==> src/rtl/watch_time_core.sv <==
// 24-hour BCD timekeeping core: 1 Hz prescaler, debounced 3-key input and a
// mode/set state machine feeding a four-digit display driver.
//
// state        | meaning
// ST_RUN       | time counts, display HH MM
// ST_SET_HOUR  | time frozen, UP/DOWN edit hours
// ST_SET_MIN   | time frozen, UP/DOWN edit minutes; MODE restarts the second
// ST_VIEW_MS   | time counts, display MM SS
module watch_time_core #(
    parameter int CLK_FRE = 50_000_000,
    parameter int DEB_CNT = 1_000_000
) (
    input  logic       clk,
    input  logic       rst,
    input  logic [2:0] key,
    output logic [3:0] hour_h_o,
    output logic [3:0] hour_l_o,
    output logic [3:0] minutes_h_o,
    output logic [3:0] minutes_l_o,
    output logic       second_led,
    output logic [2:0] state_flag
);

    localparam int PW = (CLK_FRE > 1) ? $clog2(CLK_FRE) : 1;
    localparam int DW = $clog2(DEB_CNT + 1);
    localparam logic [PW-1:0] PRESC_LAST = PW'(CLK_FRE - 1);
    localparam logic [PW-1:0] PRESC_HALF = PW'(CLK_FRE / 2);
    localparam logic [DW-1:0] DEB_LAST   = DW'(DEB_CNT - 1);

    typedef enum logic [2:0] {
        ST_RUN      = 3'd0,
        ST_SET_HOUR = 3'd1,
        ST_SET_MIN  = 3'd2,
        ST_VIEW_MS  = 3'd5
    } state_e;

    state_e          state_q, state_d;
    logic [2:0]      key_meta_q, key_sync_q;
    logic [2:0]      stable_q, stable_d;
    logic [DW-1:0]   deb_cnt_q [3];
    logic [DW-1:0]   deb_cnt_d [3];
    logic [PW-1:0]   presc_q, presc_d;
    logic [7:0]      sec_q, sec_d, min_q, min_d, hour_q, hour_d;
    logic [2:0]      press;
    logic            act_mode, act_up, act_down, running, tick;

    function automatic logic [7:0] bcd_inc(input logic [7:0] v, input logic [7:0] lim);
        if (v == lim)            return 8'h00;
        else if (v[3:0] == 4'd9) return {v[7:4] + 4'd1, 4'd0};
        else                     return {v[7:4], v[3:0] + 4'd1};
    endfunction

    function automatic logic [7:0] bcd_dec(input logic [7:0] v, input logic [7:0] lim);
        if (v == 8'h00)          return lim;
        else if (v[3:0] == 4'd0) return {v[7:4] - 4'd1, 4'd9};
        else                     return {v[7:4], v[3:0] - 4'd1};
    endfunction

    always_comb begin
        stable_d = stable_q;
        for (int i = 0; i < 3; i++) begin
            deb_cnt_d[i] = '0;
            if (key_sync_q[i] != stable_q[i]) begin
                if (deb_cnt_q[i] == DEB_LAST) begin
                    stable_d[i] = key_sync_q[i];
                end else begin
                    deb_cnt_d[i] = deb_cnt_q[i] + 1'b1;
                end
            end
        end
    end

    // Keys are active-low: a press is a stable 1->0 edge. One action per cycle.
    assign press    = stable_q & ~stable_d;
    assign act_mode = press[0];
    assign act_down = press[2] & ~press[0];
    assign act_up   = press[1] & ~press[0] & ~press[2];

    assign running = (state_q == ST_RUN) || (state_q == ST_VIEW_MS);
    assign tick    = running && (presc_q == PRESC_LAST);

    always_comb begin
        state_d = state_q;
        presc_d = presc_q;
        sec_d   = sec_q;
        min_d   = min_q;
        hour_d  = hour_q;
        if (running) begin
            presc_d = tick ? '0 : presc_q + 1'b1;
        end
        if (tick) begin
            sec_d = bcd_inc(sec_q, 8'h59);
            if (sec_q == 8'h59) begin
                min_d = bcd_inc(min_q, 8'h59);
                if (min_q == 8'h59) hour_d = bcd_inc(hour_q, 8'h23);
            end
        end
        case (state_q)
            ST_RUN: begin
                if (act_mode)      state_d = ST_SET_HOUR;
                else if (act_down) state_d = ST_VIEW_MS;
            end
            ST_VIEW_MS: begin
                if (act_mode || act_down) state_d = ST_RUN;
            end
            ST_SET_HOUR: begin
                if (act_mode)      state_d = ST_SET_MIN;
                else if (act_up)   hour_d  = bcd_inc(hour_q, 8'h23);
                else if (act_down) hour_d  = bcd_dec(hour_q, 8'h23);
            end
            ST_SET_MIN: begin
                if (act_mode) begin
                    state_d = ST_RUN;
                    sec_d   = 8'h00;
                    presc_d = '0;
                end else if (act_up) begin
                    min_d = bcd_inc(min_q, 8'h59);
                end else if (act_down) begin
                    min_d = bcd_dec(min_q, 8'h59);
                end
            end
            default: state_d = ST_RUN;
        endcase
    end

    always_ff @(posedge clk) begin
        if (rst) begin
            key_meta_q <= 3'b111;
            key_sync_q <= 3'b111;
            stable_q   <= 3'b111;
            for (int i = 0; i < 3; i++) deb_cnt_q[i] <= '0;
            state_q    <= ST_RUN;
            presc_q    <= '0;
            sec_q      <= 8'h00;
            min_q      <= 8'h00;
            hour_q     <= 8'h00;
        end else begin
            key_meta_q <= key;
            key_sync_q <= key_meta_q;
            stable_q   <= stable_d;
            for (int i = 0; i < 3; i++) deb_cnt_q[i] <= deb_cnt_d[i];
            state_q    <= state_d;
            presc_q    <= presc_d;
            sec_q      <= sec_d;
            min_q      <= min_d;
            hour_q     <= hour_d;
        end
    end

    // VIEW_MS shifts the display one field right to show minutes and seconds.
    always_comb begin
        if (state_q == ST_VIEW_MS) begin
            {hour_h_o, hour_l_o}       = min_q;
            {minutes_h_o, minutes_l_o} = sec_q;
        end else begin
            {hour_h_o, hour_l_o}       = hour_q;
            {minutes_h_o, minutes_l_o} = min_q;
        end
    end

    assign second_led = (presc_q < PRESC_HALF);
    assign state_flag = state_q;

endmodule

==> config.mk <==
export PLATFORM = sky130hd
export DESIGN_NAME = watch_time_core
export DESIGN_NICKNAME = d
export VERILOG_FILES = /design/src/rtl/watch_time_core.sv
export SDC_FILE = /design/constraint.sdc
export NUM_CORES = 1
export LEC_CHECK = 0
export BUFFER_PORTS_ARGS = -buffer_cell sky130_fd_sc_hd__buf_2
export CAP_MARGIN = 10
export CORE_MARGIN = 2
export CORE_UTILIZATION = 55
export CTS_BUF_LIST = sky130_fd_sc_hd__clkbuf_4
export DETAILED_ROUTE_END_ITERATION = 8
export PLACE_DENSITY_LB_ADDON = 0.05
export SLEW_MARGIN = 10
export SYNTH_ARGS = -nofsm -noshare
export SYNTH_HDL_FRONTEND = slang
export SYNTH_SLANG_ARGS = --single-unit
==> constraint.sdc <==
create_clock -name clk -period 2.6 [get_ports clk]
set_input_delay 0.52 -clock clk [delete_from_list [all_inputs] [get_ports clk]]
set_output_delay 0.52 -clock clk [all_outputs]
set_load 0.01 [all_outputs]
* Word-level counts from Yosys, hierarchy flattened
Memories as Yosys holds them, arrays and structs flattened.
Index checks and enable logic that the tools add are counted.
** Word-level totals
- RAM bits :: 60
- Bits in registers :: 62
- Bits of input ports :: 5
- Memories kept :: 1
- Output and inout port bits :: 20
- Logic and storage cells :: 125
** Cells by class
- Order comparisons :: 1
- Bitwise operators :: 10
- $add $sub $neg :: 14
- Muxes and demuxes :: 58
- Reductions and logical operators :: 9
- Equal/unequal tests :: 22
** Memories
- deb_cnt_q :: words 3, width 20, rd ports 3, clocked after Yosys merged registers in 0, wr ports 3, RTL line 40 : logic [DW-1:0] deb_cnt_q [3];
** Operators with widths (number)
- $mux 8 :: 26
- $mux 20 :: 9
- $mux 26 :: 4
- $add 20x1->20 const B :: 3
- $eq 20x20->1 const B :: 3
- $add 26x1->26 const B :: 1
- $eq 26x26->1 const B :: 1
- $lt 26x25->1 const B :: 1
- $add 4x1->4 const B :: 6
- $eq 8x7->1 const B :: 2
- $logic_not 8->1 :: 2
- $mux 4 :: 4
- $sub 4x1->4 const B :: 4
- $mux 3 :: 5
- $eq 4x4->1 const B :: 3
- $ne 6x6->1 const B :: 2
- $pmux 3 s4 :: 1
- $mux 1 :: 9
- $eq 8x6->1 const B :: 1
- $logic_not 4->1 :: 2
- $ne 2x2->1 const B :: 3
- $reduce_and 4->1 :: 1
- $and 1x1->1 :: 3
- $and 3x3->3 :: 1
- 11 further kinds :: 17

* Depth between registers and ports, before layout
Gate-level depths: netlist of run 1.
- Word-level depth :: 11
- Mapped depth :: 11
- Mapped depth without buffers :: 9

* Worst setup path after synthesis of run 1
Ideal clock, no wire load.
- Path kind :: register -> register
- From :: reg state_q[0] (netlist: state_flag[0])
- To :: reg min_q[3]
- Cell stages (with the launch flop) :: 9
- Setup slack :: -0.200 ns
- Required time :: 2.521 ns
- Period minus slack after synthesis :: 2.800 ns
- Setup time :: 0.079 ns
- Data arrival time :: 2.720 ns
- Path buffers :: 1
- Cells stage by stage :: dfxtp_1 -> clkbuf_1 -> xor2_1 -> or4_1 -> or4_1 -> or4b_1 -> nand3_1 -> o22ai_1 -> a211oi_2
** Between the ends
- Cells in the longest elaborated chain, start to end :: 8
- Elaborated cells between the ends (all ways) :: 10
- Those cells by class :: eq/ne: 2; mux: 5; reduce/logical: 3
** Ends and longest elaborated chain
- start, declared :: RTL line 37 : state_e state_q, state_d;
- start signal, assigned :: RTL line 142 : state_q <= state_d;
- $eq 3x3->1 / $logic_not 3->1 (equally long branches) :: RTL line 79 : assign running = (state_q == ST_RUN) || (state_q == ST_VIEW_MS);
- $logic_or 1x1->1 :: RTL line 79
- $logic_and 1x1->1 :: RTL line 80 : assign tick = running && (presc_q == PRESC_LAST);
- $mux 8 :: RTL line 91 : if (tick) begin
- $mux 8 :: RTL line 118 : end else if (act_down) begin
- $mux 8 :: RTL line 116 : end else if (act_up) begin
- $mux 8 :: RTL line 112 : if (act_mode) begin
- $mux 8 * :: RTL line 98 : case (state_q)
- end signal, assigned :: RTL line 145 : min_q <= min_d;
- end, declared :: RTL line 43 : logic [7:0] sec_q, sec_d, min_q, min_d, hour_q, hour_d;
Every way passes the cells marked *; elsewhere a longest branch is shown, timed or not.
A chain may end at the register's enable or synchronous reset.

* Worst setup path in the final report of run 1
- From :: reg presc_q[10]
- To :: reg min_q[3]
** Between the ends
- Cells in the longest elaborated chain, start to end :: 7
** Ends and longest elaborated chain
- start, declared :: RTL line 42 : logic [PW-1:0] presc_q, presc_d;
- start signal, assigned :: RTL line 143 : presc_q <= presc_d;
- $eq 26x26->1 * :: RTL line 80
- $logic_and 1x1->1 * :: RTL line 80
- $mux 8 * :: RTL line 91
- $mux 8 :: RTL line 118
- $mux 8 :: RTL line 116
- $mux 8 :: RTL line 112
- $mux 8 * :: RTL line 98
Marks and branches as above.

==> results of run 1 <==
layout make-up:
type | count | area (µm²)
multi-input combinational | 681 | 4380
fill | 1083 | 4140
sequential | 122 | 2450
timing repair buffer | 90 | 634
tap | 168 | 210
clock buffer | 20 | 150
clock inverter | 10 | 80.1
inverter | 20 | 75.1
kinds of logic after synthesis:
logic type	count (synthesis)	share of synthesized area (%)
AND/OR/NAND/NOR	411	30.6
AO/OA/AOI/OAI	144	12.8
flip-flops	122	35.5
XOR/XNOR	88	11.2
buffers and inverters	60	3.28
adder cells (fa/ha/maj)	23	4.18
multiplexers	15	2.40
metal layers:
metal  part of all wire [%]  vias to the layer above
met2                     46                      191
met3                    5.8                       43
li1                       -                     3186
met1                     46                     3009
met4                    2.2                        0
met5                      0                        -
synthesized netlist by cell type, drive strengths merged (20+ instances only):
| cell type | n |
|---|---|
| o21ai | 44 |
| ha | 23 |
| and3 | 29 |
| nand4 | 20 |
| dfxtp | 122 |
| a21oi | 46 |
| clkbuf | 39 |
| xor2 | 55 |
| xnor2 | 33 |
| nand3 | 53 |
| nand2 | 70 |
| inv | 20 |
| nor2 | 128 |
flip-flops by register name, indices dropped and copies added (netlist names):
register and count:
deb_cnt_q 60, hour_q 8, key_meta_q 3, key_sync_q 3, min_q 8, presc_q 26
sec_q 8, stable_q 3, state_flag 3
layout by cell type (no fill, tap or decap), drive strengths merged, types with 5 or more instances in the layout:
master	count
and2	12
buf	90
and3	29
mux2	12
nor4	9
clkbuf	20
ha	23
nand4	20
nor3	14
a21oi	46
nand3	53
a31oi	6
dfxtp	122
or3	14
o21ai	44
nand2	70
xor2	55
nor2b	7
a211oi	6
and4	10
clkinv	7
or2	7
nor2	128
and3b	5
or4	8
inv	20
xnor2	33
how the worst max path moves through the flow:
stage / endpoint / slack (ps) / depth (start not counted)
6_report: min_q[3] / -160 / 7
3_5_place_dp: min_q[3] / -150 / 7
3_3_place_gp: min_q[3] / -70 / 7
5_1_grt: hour_q[6] / -230 / 7
2_1_floorplan: min_q[3] / -30 / 7
4_1_cts: min_q[3] / -150 / 7
critical path, cell delays in order, from the launching register on:
cell	delay [ps]
dfxtp_2	330
or4_4	520
or4_4	530
or4_4	430
or4b_4	490
nand3_2	100
o22ai_1	80
a211oi_2	200
through the flow:
stage	hold slack [ps]	cells	TNS (ps)	setup slack (ps)
floorplan	389	863	-68.9	-29.5
global placement	391	1075	-119	-74.9
global route	151	1111	-1840	-226
CTS	146	1107	-432	-155
finish	182	1111	-571	-159
detailed placement	397	1075	-450	-146
power breakdown:
| part | internal (µW) | total (µW) | switching [µW] |
|---|---|---|---|
| Clock | 481 | 1160 | 684 |
| Combinational | 41.3 | 106 | 64.7 |
| Sequential | 1880 | 1890 | 8.68 |
| Total | 2400 | 3160 | 757 |
what timing repair did:
item / in CTS / in global routing
hold buffers: 0 / 0
pin swaps: 10 / 19
buffers inserted: 2 / 4
resized for setup: 14 / 41
hold endpoints to repair: 0 / 0
setup endpoints to repair: 11 / 28
==> flow_summary.ini, run 1 <==
[run_status]
status = complete, but fails checks
violations = negative setup slack

[final_layout]
final_util_pct = 65.8
diodes = 0
stdcell_area_um2 = 7970
layout-drive-gt1-share_pct = 18.7
nNetsFinal = 960
syn_to_final_growth_pct = 15.9

[placed_design]
gp_congestion = 0.965
placed_area_um2 = 7520
port_buffers = 24
dp_hpwl_mm = 12.2

[cts]
numCtsBuffers = 17
clk_latency_ps = 530
htree_levels = 4
cts_buffer_depth = 2
clock-root-buffer = clkbuf_4
clock-sinks = 122
tritoncts = done
cts.clk_slew.worst_paths_ps = 110

[critical_path]
cp_max_fo = 5
worstReg2RegEnd = min_q[3]
crit_required_ps = 3060
cp-startpoint = presc_q[10]
r2r_start = presc_q[10]
cp.arrival_ps = 3210
cp-end-kind = flop
start_kind = flop
reg2reg_depth = 7
crit_type = flop to flop
r2r_slack_ps = -160

[power]
p_leak_uw = 0.00305
p_per_area_nw_per_um2 = 396
design_power_total_uw = 3160
worst_ir_drop_vdd_mv = 0.369

[sta]
period_minus_slack_ps = 2760
report.final.slew_viol_count = 0
final_hold_viol_count = 0
slew-limit-headroom_pct = 55.4
fmax_mhz = 362
skew_ps = 16.6
worst_slew_pin_slew_ps = 669
setup_ws_ps = -159
setup_viol = 10
finalCritPeriodShare_pct = 106
grt_setup_unrepaired = yes

[floorplanning]
dieArea_um2 = 13400
core_um2 = 12100
start_util_pct = 56.8
io_pins = 25
die_w_um = 116
die_h_um = 116
num_rows = 40

[worst_hold_path]
hp-class = input pin to flop
min_delay_path_depth = 2
hp-start = key[1]
hold-path-endpoint = key_meta_q[1]

[logic_synthesis]
synth-seq-cells = 122
yosys.area.top_type_share_pct = 35.5
synth_flop_cell = dfxtp_1
synth_warnings = 0
yosysTopAreaCell = dfxtp_1
syn_area_um2 = 6880
syn_nets = 891
synth-edff-count = 0
synth_area_leaders = dfxtp_1 36%, xor2_1 7.0%, nor2_1 7.0%
synth.avg_cell_area_um2 = 7.97
synth_cell_types = 63
async_reset_ff_share_pct = 0
synthCells = 863
yosysSeqAreaShare_pct = 35.5

[global_routing]
grt_pass1_vias = 5969
overflow = 0
antenna_found_initial = 0
grt.total_usage_pct = 26.5
grt_pass1_wl_mm = 28.3
grt_max_degree = 25
use_met1_pct = 36.1
use_met2_pct = 40.9
busiest_layer = met2
use_met3_pct = 6.12

[drt]
drcViolationCount = 0
vias_per_cell = 5.79
drtAntennaViolNets = 0
drt-total-wl_mm = 17.1
wl_per_cell_um = 15.4
num_vias = 6429
drtIter0Drc = 594
dr.pass1.iters = 5

[run]
max_cap_violations = 0
Note: power is estimated with default switching activity, not from simulation.
==> run 2, diff against run 1 <==
--- a/config.mk
+++ b/config.mk
@@ -6,12 +6,12 @@
 export NUM_CORES = 1
 export LEC_CHECK = 0
 export BUFFER_PORTS_ARGS = -buffer_cell sky130_fd_sc_hd__buf_2
-export CAP_MARGIN = 10
+export CAP_MARGIN = 20
 export CORE_MARGIN = 2
 export CORE_UTILIZATION = 55
 export CTS_BUF_LIST = sky130_fd_sc_hd__clkbuf_4
 export DETAILED_ROUTE_END_ITERATION = 8
-export PLACE_DENSITY_LB_ADDON = 0.05
+export PLACE_DENSITY = 0.71
 export SLEW_MARGIN = 10
 export SYNTH_ARGS = -nofsm -noshare
 export SYNTH_HDL_FRONTEND = slang
==> flow_summary.ini, run 2 (synthesis results as in run 1) <==
[run_status]
status = complete, but fails checks
violations = negative setup slack

[sta]
report.final.slew_viol_count = 0
setup_ws_ps = -144
period_minus_slack_ps = 2740
setup_viol = 5
worst_slew_pin_slew_ps = 795
skew_ps = 14.4
fmax_mhz = 364
tns_ps = -450
slew-limit-headroom_pct = 46.6
grt_setup_unrepaired = yes
finalCritPeriodShare_pct = 106
final_hold_viol_count = 0

[drt]
wl_per_cell_um = 16.0
vias_per_cell = 5.83
num_vias = 6507
dr.pass1.iters = 7
drt-total-wl_mm = 17.9
drtIter0Drc = 505
drtAntennaViolNets = 0
drcViolationCount = 0

[worst_hold_path]
min_delay_path_depth = 2
hp-class = input pin to flop
hp-start = key[0]
hold-path-endpoint = key_meta_q[0]

[cts]
cts.clk_slew.worst_paths_ps = 110
numCtsBuffers = 17
clk_latency_ps = 560
tritoncts = done
postCtsHoldBufs = 0
clock-root-buffer = clkbuf_4
cts_buffer_depth = 2
htree_levels = 4
clock-sinks = 122

[global_routing]
grt_pass1_vias = 6076
grt_pass1_wl_mm = 28.9
antenna_found_initial = 0
overflow = 0
grt.total_usage_pct = 27.1
grt_max_degree = 25

[floorplanning]
die_h_um = 116
io_pins = 25
die_w_um = 116
dieArea_um2 = 13400
start_util_pct = 56.8
core_um2 = 12100
num_rows = 40

[placed_design]
dp_hpwl_mm = 12.5
port_buffers = 24
placed_area_um2 = 7540
gp_congestion = 0.912

[critical_path]
cp.arrival_ps = 2220
r2r_slack_ps = -140
cp-startpoint = presc_q[10]
crit_type = flop to output pin
worstReg2RegEnd = hour_q[1]
cp-end-kind = output pin
crit_required_ps = 2080
r2r_start = presc_q[6]
cp_max_fo = 2
reg2reg_depth = 7
start_kind = flop

[final_layout]
nNetsFinal = 964
fillers = 1016
stdcell_area_um2 = 8150
largest_registers = deb_cnt_q (60), presc_q (26)
final_common_cell = nor2_1
final_cell_mix = 127 x nor2_1, 118 x dfxtp_1, 68 x nand2_1
syn_to_final_growth_pct = 18.4
largest-register = deb_cnt_q
layout-drive-gt1-share_pct = 19.1
regArea_um2 = 2450
multi_input_area_um2 = 4370
diodes = 0
largest_reg_flops = 60

[run]
max_cap_violations = 0

[power]
p_per_area_nw_per_um2 = 453
worst_ir_drop_vdd_mv = 0.488
p_leak_uw = 0.00316
[run 2: cell count changes in the layout (fill, tap and decap cells not counted), sizes merged]
cell,change
buf,+4
bufinv,+5
clkbuf,-2
clkinv,-3
clkinvlp,-2
inv,+3
[run 2: metal layers]
layer	part of all wire [%]	vias up	track usage (%)
met4	1.9	0	9.44
met5	0	-	0
met3	6.1	36	6.64
li1	-	3199	-
met1	45	3060	35.6
met2	47	212	43.9
[run 2: how the worst max path moves through the flow]
stage / end / depth (start not counted) / slack, ps
after floorplan: min_q[3] / 7 / -30
after global placement: min_q[3] / 7 / -70
after detailed placement: min_q[3] / 7 / -110
after CTS: second_led / 7 / -130
after global routing: second_led / 7 / -260
final: second_led / 7 / -140
[run 2: layout make-up]
| type | instances | area share, % |
|---|---|---|
| inverter | 20 | 0.922 |
| timing repair buffer | 94 | 8.40 |
| tap | 168 | 2.58 |
| sequential | 122 | 30.0 |
| clock buffer | 18 | 1.66 |
| clock inverter | 13 | 2.72 |
| multi-input combinational | 681 | 53.7 |
[run 2: what timing repair did]
action / in CTS / in global routing
endpoints found under the setup margin: 12 / 27
pin swaps: 7 / 23
buffers inserted: 2 / 7
resized for setup: 17 / 41
[run 2: critical path, stage by stage, from the launching register on]
cell and delay (ps):
dfxtp_2 330, or4_4 530, o211ai_1 180, nand2b_1 100, a21oi_2 150, o21bai_1 70
a21oi_1 150, buf_2 150
[run 2: power by group]
group | total [µW] | internal [µW] | switching (µW)
sequential | 1900 | 1880 | 16.2
combinational | 96.6 | 38.1 | 58.5
clock | 1700 | 958 | 737
[run 2: stage by stage]
step | utilization (%) | std cells | hold WS, ps | setup WS [ps] | power, µW
global placement | 62.2 | 1078 | 396 | -73.9 | 2030
detailed placement | 62.2 | 1078 | 398 | -113 | 2030
global route | 67.3 | 1116 | 127 | -259 | 3810
finish | 67.3 | 1116 | 147 | -144 | 3690
CTS | 65.9 | 1111 | 117 | -134 | 3720
floorplan | - | 863 | 389 | -29.5 | 2000
==> run 3, diff against run 2 <==
--- a/config.mk
+++ b/config.mk
@@ -16,3 +16,4 @@
 export SYNTH_ARGS = -nofsm -noshare
 export SYNTH_HDL_FRONTEND = slang
 export SYNTH_SLANG_ARGS = --single-unit
+export TNS_END_PERCENT = 10
==> flow_summary.ini, run 3 (synthesis results as in run 1) <==
[run_status]
status = complete, but fails checks
violations = negative setup slack

[floorplanning]
start_util_pct = 56.8
num_rows = 40
io_pins = 25
die_h_um = 116
dieArea_um2 = 13400
die_w_um = 116
core_um2 = 12100

[final_layout]
stdcell_area_um2 = 7990
syn_to_final_growth_pct = 16.2
final_util_pct = 66.0
layout-drive-gt1-share_pct = 17.3
largest_reg_flops = 60
final_common_cell = nor2_1
largest_registers = deb_cnt_q (60), presc_q (26)
largest-register = deb_cnt_q
final_cell_mix = 127 x nor2_1, 119 x dfxtp_1, 69 x nand2_1
diodes = 0
final_cell_count_no_fill = 1110
nNetsFinal = 958

[drt]
wl_per_cell_um = 15.8
dr.pass1.iters = 5
vias_per_cell = 5.83
drcViolationCount = 0
drtIter0Drc = 521
num_vias = 6472
drt-total-wl_mm = 17.5
drtAntennaViolNets = 0

[sta]
holdWs_ps = 155
setup_ws_ps = -152
setup_viol = 7
slew-limit-headroom_pct = 53.4
final_hold_viol_count = 0
fmax_mhz = 363
finalCritPeriodShare_pct = 106
period_minus_slack_ps = 2750
skew_ps = 16.0
worst_slew_pin_slew_ps = 692
grt_setup_unrepaired = yes
report.final.slew_viol_count = 0

[placed_design]
port_buffers = 24
pre_cts_slack_ps = -113
dp_hpwl_mm = 12.5
placed_area_um2 = 7540
place_inst = 1078
gp_congestion = 0.912

[critical_path]
start_kind = flop
critPathMaxStageDelay_ps = 530
crit_required_ps = 3070
r2r_start = presc_q[25]
reg2reg_depth = 7
crit_type = flop to flop
cp.arrival_ps = 3220
r2r_slack_ps = -150
slowest_stage = or4_4
worstReg2RegEnd = hour_q[1]
cp_max_fo = 10
crit_chain = or4bb_1 > or4_4 > or4_4 > mux2_2 > nand2_1 > o21ai_0 > a221oi_2
cp-startpoint = presc_q[25]
crit_path_frequent_cell = or4_4
cp-end-kind = flop

[worst_hold_path]
hp-start = key[0]
hp-class = input pin to flop
hold-path-endpoint = key_meta_q[0]
min_delay_path_depth = 2

[cts]
tritoncts = done
cts_buffer_depth = 2
htree_levels = 4
clk_latency_ps = 560
clock-sinks = 122
cts.clk_slew.worst_paths_ps = 120
clock-root-buffer = clkbuf_4
numCtsBuffers = 17

[global_routing]
grt_pass1_wl_mm = 28.8
grt_max_degree = 25
overflow = 0
grt.total_usage_pct = 27.0
grt_pass1_vias = 6039
antenna_found_initial = 0

[power]
p_per_area_nw_per_um2 = 461
worst_ir_drop_vdd_mv = 0.488
p_leak_uw = 0.00305

[run]
max_cap_violations = 0
==> run 3: cell types whose count changed in the layout (fill, tap and decap cells not counted), moves of 2 or more <==
cell,delta
o21ai_1,-6
or3_1,+2
or3_4,-2
a21oi_1,+3
buf_6,-5
a21oi_2,-3
o21ai_0,+7
nor3_2,+2
==> run 3: worst max-delay path: cells and delay by family (launching register included) <==
| family | cells | cell delay [ps] |
|---|---|---|
| AND/OR/NAND/NOR | 4 | 1600 |
| AO/OA/AOI/OAI | 2 | 370 |
| flip-flops | 1 | 350 |
| multiplexers | 1 | 350 |
==> run 3: layer usage <==
layer,up-vias,track usage [%],routed length (µm)
met5,-,0,0
met4,0,9.60,383
met3,39,6.59,1030
met2,196,43.4,8150
met1,3044,35.7,7970
li1,3193,-,-
==> run 3: layout make-up <==
cell class              instances  area, µm²
clock buffers                  18        135
clock inverters                13        221
fillers                      1033       4120
inverters                      20       75.1
multi-input cells             681       4300
flip-flops and latches        122       2450
well taps                     168        210
repair buffers                 88        608
==> run 3: worst max path at each step <==
stage / to / slack [ps] / depth (start not counted)
after floorplan: min_q[3] / -30 / 7
after global placement: min_q[3] / -70 / 7
after detailed placement: min_q[3] / -110 / 7
after CTS: second_led / -130 / 7
after global routing: hour_q[1] / -250 / 7
final: hour_q[1] / -150 / 7
==> run 3: repair_timing <==
| action | 4_1_cts | 5_1_grt |
|---|---|---|
| endpoints found under the setup margin | 12 | 27 |
| buffers inserted | 0 | 1 |
| hold buffers | 0 | 0 |
| gates resized for setup | 12 | 14 |
| endpoints found under the hold margin | 0 | 0 |
| pin swaps | 4 | 3 |
==> run 3: metrics by stage <==
step                power (µW)  TNS [ps]
finish                    3680      -596
global placement          2030      -115
global route              3810     -2130
CTS                       3720      -523
detailed placement        2030      -306
floorplan                 2000     -68.9
==> run 3: power by group <==
group	leakage, µW	switching [µW]	internal (µW)
Clock	0.000187	733	958
Combinational	0.00187	57.5	38.2
Sequential	0.000986	15.9	1880
Total	0.00305	807	2880
